$ cat config.mk
export PLATFORM = sky130hd
export DESIGN_NAME = pdu_run_ctrl
export DESIGN_NICKNAME = d
export VERILOG_FILES = /design/src/rtl/pdu_pkg.sv /design/src/rtl/pdu_btn_db.sv /design/src/rtl/pdu_run_ctrl.sv
export SDC_FILE = /design/constraint.sdc
export NUM_CORES = 1
export LEC_CHECK = 0
export ABC_AREA = 1
export CAP_MARGIN = 20
export CORE_MARGIN = 4
export CORE_UTILIZATION = 49
export CTS_CLUSTER_SIZE = 10
export DETAILED_ROUTE_END_ITERATION = 10
export GPL_ROUTABILITY_DRIVEN = 0
export PLACE_DENSITY = 0.76
export SYNTH_ARGS = -nofsm -noshare
export SYNTH_HDL_FRONTEND = slang
export SYNTH_HIERARCHICAL = 1
export SYNTH_SLANG_ARGS = --single-unit
$ cat constraint.sdc
create_clock -name clk -period 2.1 [get_ports clk]
set_input_delay 0.315 -clock clk [delete_from_list [all_inputs] [get_ports clk]]
set_output_delay 0.315 -clock clk [all_outputs]
set_load 0.02 [all_outputs]
$ cat src/rtl/pdu_pkg.sv
`default_nettype none
// +--------------------------------------------------------------------+
// | pdu_pkg: shared state encoding and defaults for the run controller |
// | Rev 1.0                                                            |
// +--------------------------------------------------------------------+
package pdu_pkg;

    localparam int unsigned c_db_cycles_default = 1000000;

    typedef enum logic [2:0] {
        PAUSED = 3'd0,
        STEP_H = 3'd1,
        STEP_L = 3'd2,
        RUN_H  = 3'd3,
        RUN_L  = 3'd4
    } state_t;

    // H states are the only ones in which the CPU clock is high.
    function automatic logic is_high_state(input state_t s);
        return (s == STEP_H) || (s == RUN_H);
    endfunction

endpackage
`default_nettype wire

$ cat src/rtl/pdu_btn_db.sv
`default_nettype none
// +--------------------------------------------------------------------+
// | pdu_btn_db: button synchroniser, debouncer and press-pulse source  |
// | Rev 1.0                                                            |
// +--------------------------------------------------------------------+
module pdu_btn_db
    import pdu_pkg::*;
#(
    parameter int unsigned DB_CYCLES = c_db_cycles_default
) (
    input  logic clk,
    input  logic rst,
    input  logic btn,
    output logic level,
    output logic press
);

    localparam int unsigned        c_cnt_w    = (DB_CYCLES > 1) ? $clog2(DB_CYCLES) : 1;
    localparam logic [c_cnt_w-1:0] c_cnt_last = c_cnt_w'(DB_CYCLES - 1);

    logic               r_sync1;
    logic               r_sync2;
    logic               r_level;
    logic               r_level_d;
    logic               r_press;
    logic [c_cnt_w-1:0] r_cnt;

    always_ff @(posedge clk or posedge rst) begin
        if (rst) begin
            r_sync1   <= 1'b0;
            r_sync2   <= 1'b0;
            r_level   <= 1'b0;
            r_level_d <= 1'b0;
            r_press   <= 1'b0;
            r_cnt     <= '0;
        end else begin
            r_sync1   <= btn;
            r_sync2   <= r_sync1;
            r_level_d <= r_level;
            r_press   <= r_level & ~r_level_d;
            // Counter only runs while the input disagrees with the accepted level.
            if (r_sync2 == r_level) begin
                r_cnt <= '0;
            end else if (r_cnt == c_cnt_last) begin
                r_level <= r_sync2;
                r_cnt   <= '0;
            end else begin
                r_cnt <= r_cnt + c_cnt_w'(1);
            end
        end
    end

    assign level = r_level;
    assign press = r_press;

endmodule
`default_nettype wire

$ cat src/rtl/pdu_run_ctrl.sv
`default_nettype none
// +--------------------------------------------------------------------+
// | pdu_run_ctrl: pause/step/run controller generating the CPU clock   |
// | Rev 1.0                                                            |
// +--------------------------------------------------------------------+
module pdu_run_ctrl
    import pdu_pkg::*;
#(
    parameter int unsigned DB_CYCLES = c_db_cycles_default,
    parameter int unsigned PC_W      = 32
) (
    input  logic            clk,
    input  logic            rst,
    input  logic            step,
    input  logic            cont,
    input  logic            brk_en,
    input  logic [PC_W-1:0] brk_pc,
    input  logic [PC_W-1:0] pc,
    output logic            clk_cpu,
    output logic            pause,
    output logic [31:0]     cpu_cycles
);

    logic   w_step_level;
    logic   w_cont_level;
    logic   w_step_press;
    logic   w_cont_press;
    logic   w_unused_levels;
    logic   w_brk_hit;
    logic   w_enter_h;
    logic   w_in_run;
    state_t r_state;
    state_t w_next;
    logic   r_stop_req;
    logic   r_clk_cpu;
    logic   r_pause;
    logic [31:0] r_cpu_cycles;

    pdu_btn_db #(.DB_CYCLES(DB_CYCLES)) u_step_db (
        .clk   (clk),
        .rst   (rst),
        .btn   (step),
        .level (w_step_level),
        .press (w_step_press)
    );

    pdu_btn_db #(.DB_CYCLES(DB_CYCLES)) u_cont_db (
        .clk   (clk),
        .rst   (rst),
        .btn   (cont),
        .level (w_cont_level),
        .press (w_cont_press)
    );

    assign w_unused_levels = w_step_level ^ w_cont_level;

    // pc is only consulted in RUN_L, i.e. after the current tick's CPU edge.
    assign w_brk_hit = brk_en && (pc == brk_pc);
    assign w_in_run  = (r_state == RUN_H) || (r_state == RUN_L);
    assign w_enter_h = is_high_state(w_next) && !is_high_state(r_state);

    always_comb begin
        w_next = r_state;
        case (r_state)
            PAUSED: begin
                if (w_cont_press) begin
                    w_next = RUN_H;
                end else if (w_step_press) begin
                    w_next = STEP_H;
                end
            end
            STEP_H:  w_next = STEP_L;
            STEP_L:  w_next = PAUSED;
            RUN_H:   w_next = RUN_L;
            RUN_L: begin
                if (r_stop_req || w_brk_hit) begin
                    w_next = PAUSED;
                end else begin
                    w_next = RUN_H;
                end
            end
            default: w_next = PAUSED;
        endcase
    end

    // Outputs are registered from the next state so clk_cpu has no combinational path.
    always_ff @(posedge clk or posedge rst) begin
        if (rst) begin
            r_state      <= PAUSED;
            r_clk_cpu    <= 1'b0;
            r_pause      <= 1'b1;
            r_stop_req   <= 1'b0;
            r_cpu_cycles <= '0;
        end else begin
            r_state   <= w_next;
            r_clk_cpu <= is_high_state(w_next);
            r_pause   <= (w_next == PAUSED);
            if (w_next == PAUSED) begin
                r_stop_req <= 1'b0;
            end else if (w_cont_press && w_in_run) begin
                r_stop_req <= 1'b1;
            end
            if (w_enter_h && (r_cpu_cycles != '1)) begin
                r_cpu_cycles <= r_cpu_cycles + 32'd1;
            end
        end
    end

    assign clk_cpu    = r_clk_cpu;
    assign pause      = r_pause;
    assign cpu_cycles = r_cpu_cycles;

endmodule
`default_nettype wire

Yosys cells after proc, flatten, opt, wreduce, memory -nomap -nowiden
Index checks and enable logic that the tools add are counted.
{ "totals": {"ff_bits": 88, "input_bits": 69, "out_inout_bits": 34} }
{ "op_classes": {"addsub": 3, "eq_ne": 11, "mux": 10, "n_bitwise": 6, "reduce_logical": 14} }
{ "ops": {"columns": ["cell", "count"], "rows": [
  ["20-bit 2-to-1 mux", 4],
  ["20-bit by 1-bit adder with 20-bit output, second input constant", 2],
  ["20-bit == test, second input constant", 2],
  ["32-bit by 1-bit adder with 32-bit output, second input constant", 1],
  ["32-bit == test", 1],
  ["32-bit inequality test, second input constant", 1],
  ["3-bit case mux with 4 select lines", 1],
  ["3-bit by 1-bit == test with 1-bit output, second input constant", 2],
  ["3-bit by 2-bit == test with 1-bit output, second input constant", 2],
  ["3-bit logical NOT", 2],
  ["3-bit 2-to-1 mux", 2],
  ["1-bit logical AND", 4],
  ["1-bit logical OR", 4],
  ["1-bit NOT", 4],
  ["2-bit AND reduction", 2],
  ["3-bit == test, second input constant", 1],
  ["1-bit AND", 2],
  ["1-bit == test", 2],
  ["1-bit 2-to-1 mux", 2],
  ["2-bit 2-to-1 mux", 1],
  ["2-bit nonzero test", 1],
  ["1-bit logical NOT", 1]
]} }

Depth between registers and ports, before layout
{ "logic_depth": {"word_depth": 9, "ltp_mapped": 16} }

By module
Netlist, hierarchy kept.
{ "by_module_without_submodules": {"columns": ["module", "instances", "cells_each", "area_per_inst_um2", "seq_area_each_um2"], "rows": [
  ["pdu_run_ctrl", 1, 462, 2935.3, 952.2],
  ["pdu_btn_db", 2, 165, 1322.5, 625.6]
]} }

Worst setup path before layout
Ideal clock, no wire load.
{ "synth_path": {"path_kind": "register -> register", "from": "reg r_cpu_cycles[3], in the netlist cpu_cycles[3]", "to": "reg r_cpu_cycles[29], in the netlist cpu_cycles[29]", "setup_time_ns": 0.066, "arrival_time_ns": 1.682, "t_required_ns": 2.034, "slack_ns": 0.352, "path_stages_with_launch": 13, "path_buffers": 2, "cell_sequence": "dfrtp_1 > nand2_1 > nor2_4 > nand2_2 > nor2_2 > nand2_2 > nor2_4 > nand4_4 > nand2_1 > buf_6 > buf_6 > nand2_1 > nand2_1"} }
{ "synth_between": {"elab_chain_len": 2} }
{ "synth_lines": {"columns": ["element", "line", "rtl"], "rows": [
  ["start: declaration", "pdu_run_ctrl.sv:37", "logic [31:0] r_cpu_cycles;"],
  ["start signal: assignment", "pdu_run_ctrl.sv:104", "r_cpu_cycles <= r_cpu_cycles + 32'd1;"],
  ["parallel branches: the longest is 2 deep, another holds 32-bit by 1-bit adder with 32-bit output", null, null]
]} }
Several ways; the timed one is not identified.
A chain may end at the register's enable or synchronous reset.

Worst setup path in the final report
{ "layout_path": {"from": "reg r_cpu_cycles[1], in the netlist cpu_cycles[1]", "to": "reg r_cpu_cycles[13], in the netlist cpu_cycles[13]"} }
Same word-level chain as after synthesis.

==> metrics <==
Antenna Cells 0; post-synthesis sequential area ratio 0.395; Mean Syn Cell Area around 7.0 sq um; routed wire length around 13000 um; # IOs a little over 100; Buf+Inv Stages, Crit Path 1; Power Dens Cells 545 nW/um^2; slowest CP cell dfrtp_1; Final Critical Period 1.84 ns; final setup vio count 0; Clk Latency, worst-skew pair 0.33 ns; FF-to-FF Start cpu_cycles[1]; FFs w/ async S/R, synth 1.00; CTS Sinks 88; IO buf count just over 100; synth top area cells dfrtp_1 39%, nand2_1 15%, nor2_1 8.5%; Row Count 38; most common cell in the synthesized netlist nand2_1; Hold Vio Cnt, Final 0; post-route antenna net violation count 0; Post-CTS Setup Bufs 0; clk_skew roughly 0.0045 ns; total congestion overflow 0; outcome finished clean; Pleak approximately 3.4 nW; number of synthesized flops with an enable pin 0; Post-Syn Area 5580 sq um; TritonCTS clock tree yes; Yosys reg bits between 80 and 90; Max FO, Critical Path 6; Yosys top cell by area dfrtp_1; PostCTS Resize Cnt 0; Syn Nets approximately 860; clk root buf clkbuf_16; Critical Path AT around 2.1 ns; Final #Nets about 980; clk slew on worst S/H paths about 0.060 ns; VDD IR max roughly 0.00048 V; vias around 5300; largest net degree at the start of global routing 39; Distinct cells, synth 35; max-slew violations 0; R2R cell count 8; CP max stage delay around 0.40 ns; initial core utilization 0.508; WL/cell between 10 and 15 um; first-pass GRT wire length around 23000 um; crit path cell chain ha_1, nand2_2, inv_1, nand4_1, nor3_1, nand3_1, nand3_1, nand2_1; fmax roughly 0.54 GHz; crit-path leading delay family simple AND/OR/NAND/NOR gates; Slew @ Worst Pin ~0.48 ns; synth cell count leaders 225 x nand2_1, 127 x nor2_1, 97 x inv_1, 87 x dfrtp_1, 68 x nand3_1; kind of critical path reg2reg; First-pass DRT Iterations 7; DIE AREA around 13000 sq um; Detailed Place HPWL just over 10000 um; Worst R2R Setup Slack approximately 0.26 ns; vias in the first global route about 5000; HP Class reg2reg; area delta synth->final 29.3%; post-synthesis instance total 792; die span in x 115 um; # DRC 0; final critical-path share of the clock period 0.875; worst slew margin relative to its limit 0.678; hold endpoint u_cont_db/r_sync2; total power a little under 4 mW; core area between 10000 and 15000 sq um; hold path cells 0; Worst Setup End Kind register; top cell type's share of synthesized area 0.390; RSZ-0062 raised after global routing no; Hold Buf Count CTS 0; Overall Global Routing Usage 0.210; TritonCTS buffer count 9; CTS Buffer Depth 2; H-Tree Depth 3; initial antenna violation count 0; max cap viols 0; Worst EP required 2.32 ns; Die Y 115 um; hold_sp u_cont_db/r_sync1; Iter 0 DRT Violations 364; final setup TNS 0 ns; layout cells sized above 1 0.0883; via-per-instance ratio about 5; Most common cell on crit path nand3_1; Ys Warns 6; RR Endpoint cpu_cycles[13]; Synth Flop Type dfrtp_1; Worst setup SP type register
registers in the layout, indices dropped and copies added, names as in the netlist, 3 cells and up:
signal,cells
cpu_cycles,32
u_step_db/r_cnt,20
u_cont_db/r_cnt,20
r_state,3
cell type report:
cell class | instances | area, sq um
clock inverters | 2 | 60.1
inverters | 100 | 375
well taps | 140 | 175
flip-flops and latches | 88 | 2200
fillers | 951 | 3770
repair buffers | 117 | 1170
multi-input cells | 596 | 2950
clock buffers | 14 | 274
worst register-to-register path, cell delays in order (launching register included):
cell	delay, ns
dfrtp_1	0.40
ha_1	0.29
nand2_2	0.14
inv_1	0.07
nand4_1	0.10
nor3_1	0.21
nand3_1	0.28
nand3_1	0.18
nand2_1	0.06
power breakdown:
part | switching [mW] | internal (mW)
logic | 0.183 | 0.218
clock network | 0.627 | 1.14
registers | 0.0378 | 1.73
total | 0.848 | 3.09
layer usage:
metal  share of wire  track usage  wire length (um)  vias up
met5               0            0                 0        -
met4           0.011       0.0563               142        0
met3           0.052       0.0402               701       14
met2            0.51        0.367              6830      129
met1            0.43        0.267              5790     2401
li1                -            -                 -     2715
how the worst max path moves through the flow:
| stage | from | end | slack (ns) | cells after the start |
|---|---|---|---|---|
| global placement | brk_pc[7] | cpu_cycles[15] | 0.05 | 14 |
| detailed placement | brk_pc[15] | cpu_cycles[7] | 0.03 | 16 |
| global route | cpu_cycles[18] | cpu_cycles[12] | 0.08 | 7 |
| CTS | cpu_cycles[1] | cpu_cycles[13] | 0.28 | 8 |
| finish | cpu_cycles[1] | cpu_cycles[13] | 0.26 | 8 |
| floorplan | cpu_cycles[3] | cpu_cycles[29] | 0.35 | 12 |
per-stage QoR:
step | instances | util | hold WS (ns) | instance area, sq um | setup slack (ns)
2_1_floorplan | 792 | - | 0.331 | 5580 | 0.352
3_3_place_gp | 1041 | 0.626 | 0.335 | 6880 | 0.0459
3_5_place_dp | 1041 | 0.626 | 0.335 | 6880 | 0.0255
4_1_cts | 1057 | 0.657 | 0.348 | 7210 | 0.276
5_1_grt | 1057 | 0.657 | 0.367 | 7210 | 0.0838
6_report | 1057 | 0.657 | 0.347 | 7210 | 0.262
cell usage in the layout (no fill, tap or decap), types with 16 or more instances in the layout:
master,Yosys,final
clkdlybuf4s50_1,0,102
nor2_1,127,127
nand2_1,225,225
inv_1,97,97
nor2_2,21,21
nor3_1,16,16
nand3_1,68,68
dfrtp_1,87,87
nand4_1,20,20
xnor2_1,18,18
xor2_1,35,35
logic make-up (layout without fill, tap and decap cells):
family,count (synthesis),after routing,share of synthesized area
xor gates and xnor gates,55,55,0.0890
AOI/OAI and AO/OA,25,25,0.0235
DFF,88,88,0.395
buffers and inverters,108,233,0.0758
and+or+nand+nor,513,513,0.410
adders and majority gates,3,3,0.00673
Note: power is estimated with default switching activity, not from simulation.
